File: config.mk
export PLATFORM = sky130hd
export DESIGN_NAME = ex_cond_unit
export DESIGN_NICKNAME = d
export VERILOG_FILES = /design/src/rtl/ex_cond_unit_pkg.sv /design/src/rtl/ex_cond_unit_cond_check.sv /design/src/rtl/ex_cond_unit.sv
export SDC_FILE = /design/constraint.sdc
export NUM_CORES = 1
export LEC_CHECK = 0
export CORE_ASPECT_RATIO = 2
export CORE_UTILIZATION = 27
export CTS_BUF_LIST = sky130_fd_sc_hd__clkbuf_4 sky130_fd_sc_hd__clkbuf_8
export DETAILED_ROUTE_END_ITERATION = 10
export GPL_TIMING_DRIVEN = 0
export SYNTH_ARGS = -nofsm -noshare
export SYNTH_HDL_FRONTEND = slang
export SYNTH_HIERARCHICAL = 1
export SYNTH_SLANG_ARGS = --single-unit
export TNS_END_PERCENT = 30
File: constraint.sdc
create_clock -name clk -period 2.92 [get_ports clk]
set_input_delay 0.292 -clock clk [delete_from_list [all_inputs] [get_ports clk]]
set_output_delay 0.292 -clock clk [all_outputs]
set_load 0.05 [all_outputs]
File: src/rtl/ex_cond_unit_pkg.sv
// Shared control definitions for the execute stage: ARM condition codes,
// NZCV flag bit positions and the EX/MEM pipeline register layout.
package ex_cond_unit_pkg;

    // ARM condition field encodings
    localparam logic [3:0] COND_EQ = 4'b0000;
    localparam logic [3:0] COND_NE = 4'b0001;
    localparam logic [3:0] COND_CS = 4'b0010;
    localparam logic [3:0] COND_CC = 4'b0011;
    localparam logic [3:0] COND_MI = 4'b0100;
    localparam logic [3:0] COND_PL = 4'b0101;
    localparam logic [3:0] COND_VS = 4'b0110;
    localparam logic [3:0] COND_VC = 4'b0111;
    localparam logic [3:0] COND_HI = 4'b1000;
    localparam logic [3:0] COND_LS = 4'b1001;
    localparam logic [3:0] COND_GE = 4'b1010;
    localparam logic [3:0] COND_LT = 4'b1011;
    localparam logic [3:0] COND_GT = 4'b1100;
    localparam logic [3:0] COND_LE = 4'b1101;
    localparam logic [3:0] COND_AL = 4'b1110;
    localparam logic [3:0] COND_NV = 4'b1111;

    // Bit positions inside the 4-bit NZCV vector
    localparam int FLAG_N = 3;
    localparam int FLAG_Z = 2;
    localparam int FLAG_C = 1;
    localparam int FLAG_V = 0;

    typedef struct packed {
        logic        valid;
        logic        reg_write_enable;
        logic        mem_write_enable;
        logic        mem_to_reg_select;
        logic [31:0] alu_result;
        logic [31:0] store_data;
        logic [3:0]  rd;
    } ex_mem_t;

    localparam ex_mem_t EX_MEM_RESET = '0;

endpackage

File: src/rtl/ex_cond_unit_cond_check.sv
// Purely combinational ARM condition decoder: evaluates a 4-bit condition
// field against an NZCV flag vector.
module cond_check
    import ex_cond_unit_pkg::*;
(
    input  logic [3:0] cond,
    input  logic [3:0] flags,
    output logic       pass
);

    logic n;
    logic z;
    logic c;
    logic v;

    assign n = flags[FLAG_N];
    assign z = flags[FLAG_Z];
    assign c = flags[FLAG_C];
    assign v = flags[FLAG_V];

    always_comb begin
        pass = 1'b0;
        case (cond)
            COND_EQ: pass = z;
            COND_NE: pass = !z;
            COND_CS: pass = c;
            COND_CC: pass = !c;
            COND_MI: pass = n;
            COND_PL: pass = !n;
            COND_VS: pass = v;
            COND_VC: pass = !v;
            COND_HI: pass = c && !z;
            COND_LS: pass = !c || z;
            COND_GE: pass = (n == v);
            COND_LT: pass = (n != v);
            COND_GT: pass = !z && (n == v);
            COND_LE: pass = z || (n != v);
            COND_AL: pass = 1'b1;
            COND_NV: pass = 1'b0;
            default: pass = 1'b0;
        endcase
    end

endmodule

File: src/rtl/ex_cond_unit.sv
// Execute-stage conditional-execution unit: owns the architectural NZCV
// register and the EX/MEM pipeline register, squashing failed/flushed ops.
module ex_cond_unit
    import ex_cond_unit_pkg::*;
(
    input  logic        clk,
    input  logic        reset,
    input  logic        stall,
    input  logic        flush,
    input  logic        valid_in,
    input  logic [3:0]  cond_in,
    input  logic        status_bits_in,
    input  logic        reg_write_enable_in,
    input  logic        mem_write_enable_in,
    input  logic        mem_to_reg_select_in,
    input  logic [3:0]  alu_flags_in,
    input  logic [31:0] alu_result_in,
    input  logic [31:0] store_data_in,
    input  logic [3:0]  rd_in,
    output logic        cond_pass,
    output logic [3:0]  flags_out,
    output logic        valid_out,
    output logic        reg_write_enable_out,
    output logic        mem_write_enable_out,
    output logic        mem_to_reg_select_out,
    output logic [31:0] alu_result_out,
    output logic [31:0] store_data_out,
    output logic [3:0]  rd_out
);

    logic [3:0] flags_q   = '0;
    ex_mem_t    ex_mem_q  = EX_MEM_RESET;
    logic       exec;

    cond_check u_cond_check (
        .cond  (cond_in),
        .flags (flags_q),
        .pass  (cond_pass)
    );

    // Priority: reset > stall > flush. A stalled stage freezes flags and
    // EX/MEM even when flushed; a flushed or failed op becomes a bubble.
    assign exec = valid_in && cond_pass && !flush;

    always_ff @(posedge clk) begin
        if (reset) begin
            flags_q  <= '0;
            ex_mem_q <= EX_MEM_RESET;
        end else if (!stall) begin
            if (exec && status_bits_in) begin
                flags_q <= alu_flags_in;
            end
            ex_mem_q.valid             <= exec;
            ex_mem_q.reg_write_enable  <= reg_write_enable_in && exec;
            ex_mem_q.mem_write_enable  <= mem_write_enable_in && exec;
            ex_mem_q.mem_to_reg_select <= mem_to_reg_select_in && exec;
            ex_mem_q.alu_result        <= alu_result_in;
            ex_mem_q.store_data        <= store_data_in;
            ex_mem_q.rd                <= rd_in;
        end
    end

    assign flags_out             = flags_q;
    assign valid_out             = ex_mem_q.valid;
    assign reg_write_enable_out  = ex_mem_q.reg_write_enable;
    assign mem_write_enable_out  = ex_mem_q.mem_write_enable;
    assign mem_to_reg_select_out = ex_mem_q.mem_to_reg_select;
    assign alu_result_out        = ex_mem_q.alu_result;
    assign store_data_out        = ex_mem_q.store_data;
    assign rd_out                = ex_mem_q.rd;

endmodule

### Yosys cells after proc, flatten, opt, wreduce, memory -nomap -nowiden

Cells that the tools add are included.
Widths: inputs -> output; s select.

| word-level totals | value |
|---|---|
| output and inout bits | 77 |
| input port bits | 85 |
| word-level logic and storage cells | 44 |
| flip-flop bits (word level) | 76 |

| operators by class | value |
|---|---|
| multiplexer cells | 1 |
| reduce and logical (&&, ||, !) cells | 17 |
| equality and inequality tests | 17 |
| bitwise operators | 1 |

Operators by type and width:

| kind | count |
|---|---|
| $eq 4x4->1 const B | 8 |
| $eq 4x3->1 const B | 4 |
| $pmux 1 s16 | 1 |
| $eq 4x2->1 const B | 2 |
| $logic_and 1x1->1 | 8 |
| $logic_not 1->1 | 5 |
| $eq 4x1->1 const B | 1 |
| $logic_not 4->1 | 1 |
| $logic_or 1x1->1 | 2 |
| $reduce_and 2->1 | 1 |
| $eq 1x1->1 | 1 |
| $ne 1x1->1 | 1 |
| $not 1->1 | 1 |

### Logic depth before layout (Yosys ltp)

Gate-level depths: netlist of run 1.

| logic depth | value |
|---|---|
| word-level depth | 7 |
| depth in mapped cells | 10 |
| mapped depth without buffers | 8 |

### Cells and area by module

The synthesis of run 1 kept the hierarchy.

Modules (own cells, without submodules):

| module | cells an instance | instances | area an instance (µm²) | sequential area each (µm²) |
|---|---|---|---|---|
| ex_cond_unit | 252 | 1 | 2688.8 | 1521.5 |
| cond_check | 23 | 1 | 155.1 | 0.0 |

### Least setup slack after synthesis of run 1

No wires, ideal clock.

| timing | value |
|---|---|
| path type | register to register |
| start point | reg flags_q[3] (netlist: flags_out[3]) |
| end point | reg flags_q[0] (netlist: flags_out[0]) |
| period minus slack after synthesis | 3.069 ns |
| data arrival time | 2.952 ns |
| data required time | 2.803 ns |
| setup slack | -0.149 ns |
| path buffers | 1 |
| library setup time | 0.117 ns |
| stages on the path, launching flop included | 10 |
| cells stage by stage | dfxtp_1 > xor2_1 > xor2_1 > a2111oi_1 > a311oi_1 > o22ai_1 > nor4bb_1 > buf_4 > and2_4 > o21ai_1 |

| on the way | value |
|---|---|
| longest elaborated chain between the ends | 7 |
| elaborated cells between the ends (all ways) | 10 |
| classes of those cells | eq/ne (2); mux (1); reduce/logical (7) |

RTL lines:

| what | RTL line | RTL |
|---|---|---|
| start, declared | ex_cond_unit.sv:31 | `logic [3:0] flags_q = '0;` |
| start signal, assigned | ex_cond_unit.sv:51 | `flags_q <= alu_flags_in;` |
| $ne 1x1->1 or $eq 1x1->1 (tied branches) | n/a |  |
| $logic_or 1x1->1 or $logic_and 1x1->1 (tied branches) | ex_cond_unit_cond_check.sv:37, ex_cond_unit_cond_check.sv:36 |  |
| $pmux 1 s16 (*) | ex_cond_unit_cond_check.sv:23 | `case (cond)` |
| named net cond_pass | ex_cond_unit.sv:20 | `output logic cond_pass,` |
| $logic_and 1x1->1 (*) (2 in series) | ex_cond_unit.sv:43 | `assign exec = valid_in && cond_pass && !flush;` |
| $logic_and 1x1->1 (*) | ex_cond_unit.sv:50 | `if (exec && status_bits_in) begin` |
| $reduce_and 2->1 (no line) (*) | n/a |  |

The timed path passes the listed nets; every way through them passes the cells marked *.
A chain may end at the register's enable or synchronous reset.

### Worst setup path in the final report of run 1

| timing | value |
|---|---|
| start point | reg flags_q[3] (netlist: flags_out[3]) |
| end point | out cond_pass |

| on the way | value |
|---|---|
| longest elaborated chain between the ends | 3 |
| elaborated cells between the ends (all ways) | 6 |
| classes of those cells | eq/ne (2); mux (1); reduce/logical (3) |

RTL lines:

| what | RTL line |
|---|---|
| $ne 1x1->1 or $eq 1x1->1 (tied branches) | n/a |
| $logic_or 1x1->1 or $logic_and 1x1->1 (tied branches) | ex_cond_unit_cond_check.sv:37, ex_cond_unit_cond_check.sv:36 |
| $pmux 1 s16 (*) | ex_cond_unit_cond_check.sv:23 |
| end, declared | ex_cond_unit.sv:20 |

Every way passes the cells marked *; elsewhere a longest branch is shown, timed or not.

==> results_dict.tcl, run 1 <==
set metrics [dict create \
    ys_top_cells_by_area "dfxtp_1 53%, mux2i_1 24%, nor2_1 9.8%" \
    start_util_pct 28.0 \
    yosysWarnings 6 \
    tightest_slew_ns 0.548 \
    worst_path_most_repeated_cell "xor2_1" \
    nFillCells 1017 \
    grt_usage_pct 15.3 \
    timing.final.max_slew_violations 0 \
    cellLeakagePower_nw 1.98 \
    worstSetupPathType "register to primary output" \
    first_iter_violations 81 \
    seq_area_frac_synth_pct 53.5 \
    portBuffers 157 \
    ir_drop_mv 0.273 \
    final_nets 528 \
    ys_types 26 \
    cp_max_fo 4 \
    die_area_um2 11000 \
    drt-pass1-iter-count 3 \
    slowest_stage "dlygate4sd2_1" \
    via_per_inst 4.34 \
    yosys.area.top_type_share_pct 53.5 \
    drtAntennaViolNets 0 \
    io_pins 162 \
    syn-instance-count 275 \
    finalWeightedCongestion 0.720 \
    hold_slack_ns 0.258 \
    crit_arrival_ns 2.32 \
    critPathCaptureType "primary output" \
    root_buffer "clkbuf_8" \
    synth_area_um2 2840 \
    clk_latency_ns 0.34 \
    clk_path_buf_depth 2 \
    post-route-period-util_pct 89.5 \
    timing.fmax_mhz 382 \
    clock_skew_ns 0.00830 \
    finalSetupTns_ns 0 \
    cts-resized-gates 1 \
    status "finished clean" \
    diodes 0 \
    postCtsSetupBuffers 0 \
    hold_class "input pin to register" \
    num_vias 2530 \
    clock_sinks 76 \
    ys.flop_type "dfxtp_1" \
    rsz0062_at_grt "no" \
    period_minus_slack_ns 2.61 \
    clkTransAtPathRegs_ns 0.08 \
    cts_buffers 9 \
    synth_area_leader_cell "dfxtp_1" \
    synthArstFlopShare_pct 0 \
    max_slew_margin_pct 63.4 \
    rows 52 \
    critPathRequiredTime_ns 2.63 \
    grt_max_degree 14 \
    cts_tree "done" \
    avgSynthCellArea_um2 10.3 \
    max_stage_delay_ns 0.55 \
    grt_pass1_vias 2525 \
    antenna_found_initial 0 \
    h-tree-depth 3 \
    finalWirelength_um 8210 \
    finalPower_mw 2.43 \
    holdBufCountCts 0 \
    wire_per_inst_um 14.1 \
    die_x_um 74.6 \
    core_um2 10100 \
    powerDensity_nw_per_um2 510 \
    drive_gt1_share_pct 6.70 \
    die_y_um 147 \
    post-dp-hpwl_um 6520 \
    synth_nets 360 \
    syn_to_final_growth_pct 67.5 \
    worst_setup_path_start_kind "register" \
    finalHoldViolations 0 \
    grt_pass1_wl_um 12600 \
    overflow 0 \
    ys_ff_latch 76 \
    crit_chain "xor2_1, xor2_1, a2111oi_1, a311oi_1, o22ai_2, dlygate4sd2_1" \
    drv_cap 0 \
    synth_edf_count 0 \
    drc_errors 0 \
    setup_viol 0 \
]
==> stage by stage <==
step                area [um^2]  utilization (%)  worst slack [ns]  std cells
floorplan                  2850                -             0.204        275
global placement           4590             45.2             0.365        567
finish                     4760             46.9             0.305        583
global route               4760             46.9             0.198        583
CTS                        4760             46.9             0.271        583
detailed placement         4590             45.2             0.344        567
==> power breakdown <==
part           internal, mW  switching, mW  total [mW]
Combinational         0.258          0.333       0.592
Clock                 0.329          0.389       0.718
Sequential             1.09         0.0286        1.12
==> sequential cells by signal, indices dropped and copies added (netlist names) <==
signal / count
alu_result_out: 32
flags_out: 4
mem_to_reg_select_out: 1
mem_write_enable_out: 1
rd_out: 4
reg_write_enable_out: 1
store_data_out: 32
valid_out: 1
==> critical path, delay by kind of cell, from the launching register on <==
| kind | cells | cell delay (ns) |
|---|---|---|
| xor gates and xnor gates | 2 | 0.38 |
| DFF | 1 | 0.42 |
| buffers and inverters | 1 | 0.55 |
| AOI/OAI and AO/OA | 3 | 0.63 |
==> synth_stat cells, drive strengths merged, types with 3 or more instances <==
cell,instances
nand4b,4
nand2b,5
clkbuf,8
a21oi,4
o21ai,5
mux2i,69
nor2,74
a22oi,3
xor2,3
dfxtp,76
buf,12
==> routing by layer <==
metal  GRT usage (%)  vias up  wire [um]
met1            14.2     1170       2850
met5               0        -          0
met2            29.5       87       4730
li1                -     1264          -
met4            7.36        0        170
met3            3.36        9        459
==> final cells by class <==
type	count	area (um^2)	area share, %
clock inverters	5	36.3	0.762
well taps	135	169	3.55
plain buffers	20	101	2.13
multi-input cells	178	1220	25.7
flip-flops and latches	76	1520	31.9
repair buffers	157	1570	33.0
clock buffers	11	139	2.91
inverters	1	3.75	0.0788
==> path summary, 6_finish.rpt <==
check                                                      from                               to  slack, ns  depth (start not counted)
worst min register to register  alu_result_out[26]$_SDFFE_PP0N_  alu_result_out[26]$_SDFFE_PP0N_       0.50                          2
worst min-delay path                                      stall  alu_result_out[26]$_SDFFE_PP0N_       0.26                          3
worst max-delay path                  flags_out[3]$_SDFFE_PP0P_                        cond_pass       0.31                          6
worst max register to register        flags_out[3]$_SDFFE_PP0P_        flags_out[1]$_SDFFE_PP0P_       0.65                          9
==> kinds of logic (layout without fill, tap and decap cells) <==
family                 Yosys count  in the layout  share of synthesized area, %
AND/OR/NAND/NOR                 88             88                          13.5
flip-flops                      76             76                          53.5
multiplexers                    69             69                          24.3
buffers and inverters           21            194                          3.70
AO/OA/AOI/OAI                   17             17                          3.83
XOR/XNOR                         4              4                          1.23
==> placed cells by master (no fill, tap or decap), drive strengths merged <==
master and instances:
a211oi 1, a311oi 1, nor2 74, and2 1
clkinvlp 3, inv 2, a22oi 3, o22ai 1
a21oi 4, nor3 1, nand4b 4, nand2b 5
a2111oi 1, o21ai 5, nor4bb 1, clkdlybuf4s50 156
buf 12, o22a 1, clkbuf 19, xnor2 1
clkinv 1, nor2b 1, nor4b 1, mux2i 69
xor2 3, dfxtp 76, dlygate4sd2 1
Note: power is estimated with default switching activity, not from simulation.
==> run 2, diff against run 1 <==
Settings changed: PLACE_DENSITY_LB_ADDON set to 0.25.
==> run 2 against run 1 <==
Compared with the run above:
- sequential power hardly changed
- sequential share of layout area is 0.19 points lower
- first-iteration DRC count is 72% lower
- fmax is 4.8% higher
- non-clock buffer count stayed put
- global-route usage is 0.50 points lower
- worst setup slack better by 0.12 ns
- worst hold slack better by 0.010 ns
- flip-flop and latch count stayed put
- final cell count stayed put
- critical path type unchanged
==> results_dict.tcl, run 2 (synthesis gave the netlist of run 1 again) <==
set metrics [dict create \
    cts-resized-gates 0 \
    holdBufCountCts 0 \
    preCtsSetupSlack_ns 0.363 \
    rsz0062_at_grt "no" \
    slowest_stage "dlymetal6s2s_1" \
    wire_per_inst_um 13.7 \
    drv_cap 0 \
    cellLeakagePower_nw 2.00 \
    grt_pass1_vias 2510 \
    timing.fmax_mhz 401 \
    critPathCaptureType "primary output" \
    status "finished clean" \
    setup_viol 0 \
    io_pins 162 \
    root_buffer "clkbuf_8" \
    hold_class "input pin to register" \
    drt-pass1-iter-count 3 \
    die_y_um 147 \
    final_common_cell "clkdlybuf4s50_1" \
    h-tree-depth 3 \
    start_util_pct 28.0 \
    r2r_slack_ns 0.70 \
    r2r_end "flags_out[2]$_SDFFE_PP0P_" \
    die_x_um 74.6 \
    cts_buffers 9 \
    post-route-period-util_pct 85.4 \
    period_minus_slack_ns 2.49 \
    diodes 0 \
    die_area_um2 11000 \
    num_vias 2508 \
    tightest_slew_ns 0.552 \
    via_per_inst 4.30 \
    r2r-start "flags_out[0]$_SDFFE_PP0P_" \
    cp_max_fo 4 \
    postCtsSetupBuffers 0 \
    max_slew_margin_pct 63.1 \
    rr_worst_depth 9 \
    clk_latency_ns 0.34 \
    core_um2 10100 \
    grt_usage_pct 14.8 \
    clk_path_buf_depth 2 \
    worst_path_most_repeated_cell "xor2_1" \
    finalSetupTns_ns 0 \
    timing.final.max_slew_violations 0 \
    worstHoldStart "stall" \
    finalHoldViolations 0 \
    finalWeightedCongestion 0.686 \
    finalWirelength_um 7990 \
    min_delay_path_depth 3 \
    grt_pass1_wl_um 12100 \
    cts_tree "done" \
    clkTransAtPathRegs_ns 0.08 \
    crit_chain "xor2_1, xor2_1, a2111oi_1, a311oi_1, o22ai_2, dlymetal6s2s_1" \
    grt_max_degree 14 \
    drc_errors 0 \
    antenna_found_initial 0 \
    powerDensity_nw_per_um2 524 \
    worst_setup_path_start_kind "register" \
    hold_end "alu_result_out[25]$_SDFFE_PP0N_" \
    worstSetupPathType "register to primary output" \
    overflow 0 \
    ir_drop_mv 0.323 \
    clock_skew_ns 0.00783 \
    post-dp-hpwl_um 6390 \
    critPathRequiredTime_ns 2.63 \
    clock_sinks 76 \
    portBuffers 157 \
    syn_to_final_growth_pct 68.5 \
    final_nets 528 \
    rows 52 \
    mostFrequentLayoutCells "156 x clkdlybuf4s50_1, 76 x dfxtp_1, 74 x nor2_1" \
    drive_gt1_share_pct 6.70 \
    max_stage_delay_ns 0.44 \
    fin_ws_ns 0.426 \
    crit_arrival_ns 2.20 \
    first_iter_violations 23 \
    drtAntennaViolNets 0 \
]
==> run 2: changes by cell type in the layout (fill, tap and decap cells not counted), sizes merged <==
cell,delta
dlymetal6s2s,+1
clkinv,-1
bufinv,+1
dlygate4sd2,-1
==> run 2: critical path, delay by kind of cell, from the launching register on <==
family / cells / cell delay (ns)
xor+xnor: 2 / 0.38
flops: 1 / 0.40
buf+inv: 1 / 0.44
compound gates: 3 / 0.65
==> run 2: worst max-delay path by stage <==
stage | start | to | slack [ns] | cells after the start
floorplan | flags_out[3]$_SDFFE_PP0P_ | flags_out[0]$_SDFFE_PP0P_ | 0.20 | 9
global placement | cond_in[3] | cond_pass | 0.39 | 6
detailed placement | cond_in[3] | cond_pass | 0.36 | 6
CTS | flags_out[0]$_SDFFE_PP0P_ | cond_pass | 0.001 | 6
global route | flags_out[3]$_SDFFE_PP0P_ | cond_pass | 0.26 | 6
finish | flags_out[0]$_SDFFE_PP0P_ | cond_pass | 0.43 | 6
==> run 2: power breakdown <==
group	internal, mW	leakage, nW	switching, mW
Sequential	1.09	0.626	0.0288
Combinational	0.259	1.28	0.332
Clock	0.417	0.0930	0.382
Total	1.77	2.00	0.743
==> run 2: area by class of cell <==
class | instances | area [um^2]
buffer | 20 | 101
fill | 1004 | 5360
inverter | 1 | 3.75
clock inverter | 5 | 61.3
clock buffer | 11 | 139
multi-input combinational | 178 | 1220
timing repair buffer | 157 | 1570
tap | 135 | 169
sequential | 76 | 1520
==> run 2: metal layers <==
metal  vias to the layer above  track usage (%)  part of all wire [%]
li1                       1258                -                     -
met1                      1153             12.4                    32
met2                        84             29.8                    60
met3                        13             3.22                   5.3
met4                         0             7.64                   2.6
met5                         -                0                     0
==> run 2: metrics by stage <==
stage	util, %	instance area, um^2	total power [mW]	cells	hold slack (ns)
2_1_floorplan	-	2850	1.49	275	0.436
3_3_place_gp	45.2	4590	1.74	567	0.474
3_5_place_dp	45.2	4590	1.74	567	0.482
4_1_cts	47.2	4790	2.56	583	0.249
5_1_grt	47.2	4790	2.62	583	0.284
6_report	47.2	4790	2.51	583	0.268
